`src/rtl/logistic_synth.sv`:
```
// logistic_synth: logistic-map driven bank of square-wave oscillators.
// Each epoch iterates x' = r*x*(1-x) once per oscillator, retuning that
// oscillator's phase increment, then steps r according to the mode latched
// at the epoch tick. Oscillator MSBs are summed into a multi-bit sample and
// a first-order sigma-delta bit.
module logistic_synth #(
  parameter int FRAC       = 16,
  parameter int N_OSC      = 8,
  parameter int ITER_LEN   = 15361,
  parameter int R_INC      = 2,
  parameter int R_MIN      = 3 << FRAC,
  parameter int X_SEED     = 1 << (FRAC - 1),
  parameter int PHASE_BITS = 16,
  parameter int FREQ_RES   = 0
) (
  input  logic                         clk,
  input  logic                         rst_n,
  input  logic [1:0]                   mode,
  input  logic [FRAC+1:0]              r_ext,
  output logic                         snd,
  output logic [$clog2(N_OSC+1)-1:0]   sample,
  output logic [FRAC+1:0]              r_cur,
  output logic                         epoch_tick
);

  localparam int SW = $clog2(N_OSC + 1);
  localparam int CW = (ITER_LEN > 1) ? $clog2(ITER_LEN) : 1;
  localparam int IW = (N_OSC > 1) ? $clog2(N_OSC) : 1;
  localparam int RW = FRAC + 2;

  typedef enum logic [1:0] {
    MODE_RAMP = 2'b00,
    MODE_HOLD = 2'b01,
    MODE_EXT  = 2'b10,
    MODE_MUTE = 2'b11
  } mode_t;

  typedef enum logic {
    UPD_IDLE,
    UPD_RUN
  } upd_t;

  logic [CW-1:0]         cnt;
  mode_t                 mode_q;
  upd_t                  upd_st;
  logic [IW-1:0]         upd_idx;
  logic [RW-1:0]         r;
  logic [FRAC-1:0]       x;
  logic [PHASE_BITS-1:0] inc   [N_OSC];
  logic [PHASE_BITS-1:0] phase [N_OSC];
  logic [SW:0]           acc;
  logic                  mute;

  logic [FRAC:0]         one_minus_x;
  logic [FRAC:0]         p;
  logic [FRAC+2:0]       rp_sh;
  logic [FRAC-1:0]       xn;
  logic [PHASE_BITS-1:0] inc_new;
  logic [FRAC+2:0]       r_sum;
  logic [RW-1:0]         r_next_ramp;
  logic [SW-1:0]         pop;
  logic [SW:0]           sd_t;

  assign mute  = (mode_q == MODE_MUTE);
  assign r_cur = r;

  // Logistic-map step, ramp successor of r, MSB popcount and sigma-delta sum
  always_comb begin
    one_minus_x = {1'b1, {FRAC{1'b0}}} - {1'b0, x};
    p     = (FRAC+1)'(((2*FRAC+1)'(x) * (2*FRAC+1)'(one_minus_x)) >> FRAC);
    rp_sh = (FRAC+3)'(((2*FRAC+3)'(r) * (2*FRAC+3)'(p)) >> FRAC);
    if (|rp_sh[FRAC+2:FRAC]) begin
      xn = '1;
    end else begin
      xn = rp_sh[FRAC-1:0];
    end
    // a zero x is a fixed point of the map, so it is reseeded instead
    if (xn == '0) begin
      xn = FRAC'(X_SEED);
    end
    inc_new = (PHASE_BITS'(xn) << (PHASE_BITS - FRAC)) >> FREQ_RES;

    r_sum = {1'b0, r} + (FRAC+3)'(R_INC);
    if (r_sum >= ((FRAC+3)'(4) << FRAC)) begin
      r_next_ramp = RW'(R_MIN);
    end else begin
      r_next_ramp = r_sum[RW-1:0];
    end

    pop = '0;
    for (int unsigned k = 0; k < N_OSC; k++) begin
      pop = pop + SW'(phase[k][PHASE_BITS-1]);
    end

    sd_t = acc + (SW+1)'(sample);
  end

  // Epoch counter, mode latch and per-oscillator update sequencer
  always_ff @(posedge clk) begin
    if (!rst_n) begin
      cnt        <= '0;
      epoch_tick <= 1'b0;
      mode_q     <= MODE_RAMP;
      upd_st     <= UPD_IDLE;
      upd_idx    <= '0;
      r          <= RW'(R_MIN);
      x          <= FRAC'(X_SEED);
    end else begin
      cnt        <= (cnt == CW'(ITER_LEN - 1)) ? '0 : cnt + 1'b1;
      // registered one cycle early so the pulse lines up with cnt == ITER_LEN-1
      epoch_tick <= (cnt == CW'(ITER_LEN - 2));
      if (epoch_tick) begin
        mode_q <= mode_t'(mode);
        if (mode_t'(mode) == MODE_EXT) begin
          r <= r_ext;
        end
        if (mode_t'(mode) != MODE_MUTE) begin
          upd_st  <= UPD_RUN;
          upd_idx <= '0;
        end
      end else if (upd_st == UPD_RUN) begin
        x <= xn;
        if (upd_idx == IW'(N_OSC - 1)) begin
          upd_st <= UPD_IDLE;
          if (mode_q == MODE_RAMP) begin
            r <= r_next_ramp;
          end
        end else begin
          upd_idx <= upd_idx + 1'b1;
        end
      end
    end
  end

  // Load the freshly iterated increment into the oscillator being updated
  always_ff @(posedge clk) begin
    if (!rst_n) begin
      for (int unsigned k = 0; k < N_OSC; k++) begin
        inc[k] <= '0;
      end
    end else if (upd_st == UPD_RUN) begin
      for (int unsigned k = 0; k < N_OSC; k++) begin
        if (upd_idx == IW'(k)) begin
          inc[k] <= inc_new;
        end
      end
    end
  end

  // Phase accumulators, frozen while muted
  always_ff @(posedge clk) begin
    if (!rst_n) begin
      for (int unsigned k = 0; k < N_OSC; k++) begin
        phase[k] <= '0;
      end
    end else if (!mute) begin
      for (int unsigned k = 0; k < N_OSC; k++) begin
        phase[k] <= phase[k] + inc[k];
      end
    end
  end

  // Registered mixer sample and first-order sigma-delta modulator
  always_ff @(posedge clk) begin
    if (!rst_n || mute) begin
      sample <= '0;
      acc    <= '0;
      snd    <= 1'b0;
    end else begin
      sample <= pop;
      if (sd_t >= (SW+1)'(N_OSC)) begin
        snd <= 1'b1;
        acc <= sd_t - (SW+1)'(N_OSC);
      end else begin
        snd <= 1'b0;
        acc <= sd_t;
      end
    end
  end

endmodule

```
`config.mk`:
```
export PLATFORM = sky130hd
export DESIGN_NAME = logistic_synth
export DESIGN_NICKNAME = d
export VERILOG_FILES = /design/src/rtl/logistic_synth.sv
export SDC_FILE = /design/constraint.sdc
export NUM_CORES = 2
export LEC_CHECK = 0
export ABC_CLOCK_PERIOD_IN_PS = 43800
export CAP_MARGIN = 25
export CELL_PAD_IN_SITES_DETAIL_PLACEMENT = 0
export CELL_PAD_IN_SITES_GLOBAL_PLACEMENT = 1
export CORE_ASPECT_RATIO = 0.75
export CORE_MARGIN = 5
export CORE_UTILIZATION = 57
export CTS_BUF_LIST = sky130_fd_sc_hd__clkbuf_4
export DETAILED_ROUTE_END_ITERATION = 10
export DONT_BUFFER_PORTS = 1
export PLACE_DENSITY_LB_ADDON = 0.1
export SYNTH_ARGS = -nofsm -noshare
export SYNTH_HDL_FRONTEND = slang
export SYNTH_SLANG_ARGS = --single-unit
```
`constraint.sdc`:
```
create_clock -name clk -period 43.8 [get_ports clk]
set_clock_uncertainty 0.05 [all_clocks]
set_input_delay 8.76 -clock clk [delete_from_list [all_inputs] [get_ports clk]]
set_output_delay 8.76 -clock clk [all_outputs]
set_load 0.02 [all_outputs]
```
# After elaboration in Yosys (flattened, before gate mapping)
# Memories as Yosys holds them, arrays and structs flattened.
# Cells that the tools add are included.
[word_totals]
memories = 2
reg_bits = 65
output_inout_bits = 24
wordCells = 153
input_bits = 22
ramBits = 256
[classes]
n_lt_le_gt_ge = 2
n_mux = 70
add_sub_neg = 21
n_reduce_logical = 13
bitwise = 18
n_eq_ne = 15
mul = 2
[memory_table]
columns = ["name", "depth", "width", "read_ports", "rd_clocked_by_memory_dff", "write_ports", "line", "rtl"]
rows = [
  ["inc", 8, 16, 8, 0, 8, "49", "logic [PHASE_BITS-1:0] inc [N_OSC];"],
  ["phase", 8, 16, 8, 0, 8, "50", "logic [PHASE_BITS-1:0] phase [N_OSC];"],
]
[op_table]
columns = ["operator", "n"]
rows = [
  ["2-to-1 mux 16 bit", 18],
  ["adder 16 bit", 8],
  ["2-to-1 mux 18 bit", 6],
  ["2-to-1 mux 1 bit", 41],
  ["multiplier 18 x 17 -> 35 bit", 1],
  ["multiplier 16 x 17 -> 33 bit", 1],
  ["equality test 14 bit, second input constant", 2],
  ["adder 18 x 2 -> 19 bit, second input constant", 1],
  ["greater-or-equal comparator 19 bit, second input constant", 1],
  ["subtractor 17 x 16 -> 17 bit, first input constant", 1],
  ["adder 4 x 1 -> 4 bit", 4],
  ["logical NOT 16 bit", 1],
  ["bitwise OR 1 bit", 16],
  ["adder 14 x 1 -> 14 bit, second input constant", 1],
  ["equality test 3 bit, second input constant", 4],
  ["2-to-1 mux 3 bit", 4],
  ["equality test 3 x 2 -> 1 bit, second input constant", 2],
  ["nonzero test 2 bit", 3],
  ["adder 5 x 4 -> 5 bit", 1],
  ["greater-or-equal comparator 5 x 4 -> 1 bit, second input constant", 1],
  ["2-to-1 mux 5 bit", 1],
  ["subtractor 5 x 4 -> 5 bit, second input constant", 1],
  ["adder 3 x 1 -> 4 bit", 1],
  ["equality test 2 bit, second input constant", 2],
  ["other kinds (16)", 19],
]

# Logic depth before layout (Yosys ltp)
[logic_depth]
word_depth = 8
depth_mapped = 54
depth_no_buf = 50

# Least setup slack after synthesis
# OpenSTA, ideal clock, no wires.
[synth_path]
kind = "input to register"
startpoint = "input port rst_n"
endpoint = "memory phase[0][0], enable pin"
arrival_time_ns = 12.481
cell_stages = 4
setup_ns = 1.434
required_ns = 42.316
path_slack_ns = 29.835
n_path_buf = 3
path_cell_list = "clkbuf_1 -> clkbuf_1 -> clkbuf_1 -> nand3_1"
[synth_rtl]
columns = ["item", "line", "rtl"]
rows = [
  ["start, declared", "17", "input logic rst_n,"],
  ["end, declared", "50", ""],
]

==> flow_metrics.tcl <==
set metrics [dict create \
    status "finished clean" \
    drt_iter0_markers 1840 \
    postSynthCellCount 3840 \
    final_antenna_net_count 0 \
    track_usage_pct 27.6 \
    pwr-share-comb_pct 35.3 \
    synth.ff_latch_count 321 \
    std_cell_rows 80 \
    startpoint_type "register" \
    portBuffers 0 \
    core_area_um2 63400 \
    ys_seq_area_share_pct 24.8 \
    cts_resized 0 \
    drive_gt1_share_pct 5.59 \
    syn-cell-area_um2 36300 \
    cp-end-kind "register" \
    holdBufCountCts 0 \
    numCtsBuffers 85 \
    avgSynthCellArea_um2 9.45 \
    layout_common_cells "inv_1, fa_1, nor2_1" \
    ir_drop_v 0.0000212 \
    drt_pass1_iterations 7 \
    tritoncts "yes" \
    yosysWarnings 0 \
    gp_congestion 0.904 \
    yosys.cell_types.count 78 \
    clockRootBuffer "clkbuf_4" \
    final_common_cell "inv_1" \
    drv_slew 0 \
    clk-insertion-delay-late_ns 0.81 \
    hpwl_mm 69.7 \
    min_period_over_period_pct 38.7 \
    reg2reg_from "x[1]" \
    grt_max_degree 69 \
    rr_worst_depth 46 \
    cp-endpoint "inc[1][47]" \
    die_area_um2 68800 \
    antenna_found_initial 1 \
    critical_path_class "register to register" \
    seqPwrFrac_pct 38.8 \
    worstPathRequired_ns 44.23 \
    maxCapViolations 0 \
    vias 26800 \
    grt_pass1_vias 28100 \
    fin_nets 4687 \
    vias_per_cell 5.62 \
    worstMarginPinSlew_ns 1.12 \
    total_power_mw 1.05 \
    clock-sinks 321 \
    hp-class "register to register" \
    postSynth.topFlopCell "edfxtp_1" \
    die_h_um 228 \
    setup_violations 0 \
    r2r_slack_ns 26.85 \
    grt_pass1_wl_mm 151 \
    clockPowerShare_pct 25.9 \
    htree_levels 3 \
    grt_setup_unrepaired "no" \
    p_int_uw 670 \
    reg2reg_to "inc[1][47]" \
    drc 0 \
    fin_crit_ns 16.95 \
    fmax_ghz 0.0590 \
    crit_arrival_ns 17.38 \
    switching_share_pct 36.2 \
    synth-async-reset-ratio_pct 0 \
    post-cts-setup-buffers 0 \
    p_leak_nw 18.3 \
    hold_start "x[12]" \
    slowest_delay_ns 0.93 \
    switchingPower_uw 381 \
    synth_edf_count 256 \
    wl_mm 93.4 \
    cp-startpoint "x[1]" \
    hold_viol 0 \
    start_util_pct 57.2 \
    fin_tns_setup_ns 0 \
    cp_max_fo 15 \
    die_w_um 301 \
    grt_overflow 0 \
    avgRoutedWirePerCell_um 19.6 \
    area_growth_pct 5.92 \
    slowest_stage "a31oi_1" \
    relSlewSlack_pct 25.1 \
    powerDensity_nw_per_um2 27.3 \
    clockBufferDepth 3 \
    boundaryPins 46 \
    clk_pin_slew_ns 0.06 \
    crit_top_cell "fa_1" \
]
## cell type report
class                      count  area (µm²)
multi-input combinational   2748       24400
clock inverter                28         134
fill                        5451       24900
tap                          861        1080
timing repair buffer          60         478
clock buffer                 130         976
antenna                        1        2.50
inverter                     628        2360
sequential                   321        8990
## registers in the layout, indices dropped and copies added (netlist names)
register    flops
mode_q          2
upd_idx         3
inc           128
epoch_tick      1
sample          4
acc             5
x              16
snd             1
cnt            14
phase         128
upd_st          1
r_cur          18
## cells by family after synthesis
| group | after synthesis | synth area share (%) |
|---|---|---|
| DFF | 321 | 24.8 |
| other | 2 | 0.0207 |
| and+or+nand+nor | 1349 | 17.9 |
| xor gates and xnor gates | 122 | 2.95 |
| buffers and inverters | 783 | 8.15 |
| adders and majority gates | 821 | 37.8 |
| muxes | 17 | 0.473 |
| AOI/OAI and AO/OA | 425 | 7.93 |
## how the worst min path moves through the flow
stage                        end  slack [ns]  depth (start not counted)
after floorplan           cnt[0]        0.39                          1
after global placement     x[12]        0.40                          2
after detailed placement   x[12]        0.41                          2
after CTS                  x[12]        0.42                          2
after global routing       x[12]        0.45                          2
final                      x[12]        0.42                          2
## per-stage QoR
stage                     hold slack [ns]  util (%)  instance area (µm²)  std cells  setup slack [ns]
after floorplan                     0.387         -                36300       3852             29.83
after global routing                0.446      60.6                38400       4777             26.17
final                               0.421      60.6                38400       4777             26.85
after global placement              0.402      58.8                37200       4614             27.72
after CTS                           0.419      60.6                38400       4774             27.06
after detailed placement            0.408      58.8                37300       4616             27.16
## worst max-delay path, delay by kind of cell (launching register included)
family,cells,cell delay (ns)
DFF,1,0.51
and+or+nand+nor,15,4.43
adders and majority gates,16,7.65
buffers and inverters,6,0.56
AOI/OAI and AO/OA,9,3.38
## power groups by stage
stage	Clock (mW)	Sequential, mW	Combinational, mW
2_1_floorplan	0	0.404	0.277
3_3_place_gp	0	0.412	0.347
3_5_place_dp	0	0.414	0.367
4_1_cts	0.279	0.408	0.370
5_1_grt	0.297	0.411	0.417
6_report	0.272	0.407	0.371
## per-layer routing
| metal | global-route usage [%] | wire (µm) |
|---|---|---|
| met1 | 39.2 | 41400 |
| met2 | 44.1 | 42800 |
| met3 | 4.94 | 6900 |
| met4 | 7.32 | 2330 |
| met5 | 0 | 0 |
## synthesized netlist by cell type (19+ instances only)
| cell type | n | area share, % |
|---|---|---|
| nor3_1 | 76 | 1.0 |
| ha_1 | 364 | 13 |
| nand2_1 | 353 | 3.7 |
| a21oi_1 | 128 | 1.8 |
| a21o_1 | 41 | 0.85 |
| o211ai_1 | 19 | 0.39 |
| inv_1 | 627 | 6.5 |
| dfxtp_1 | 65 | 3.6 |
| nor2b_1 | 117 | 2.0 |
| xor2_1 | 48 | 1.2 |
| clkbuf_1 | 140 | 1.4 |
| nand2b_1 | 142 | 2.4 |
| nor2_1 | 365 | 3.8 |
| and2_1 | 95 | 1.6 |
| nand3_1 | 76 | 1.0 |
| xnor2_1 | 74 | 1.8 |
| edfxtp_1 | 256 | 21 |
| and3_1 | 62 | 1.1 |
| o21ai_0 | 70 | 0.97 |
| fa_1 | 457 | 25 |
(Power assumes the default switching activity.)
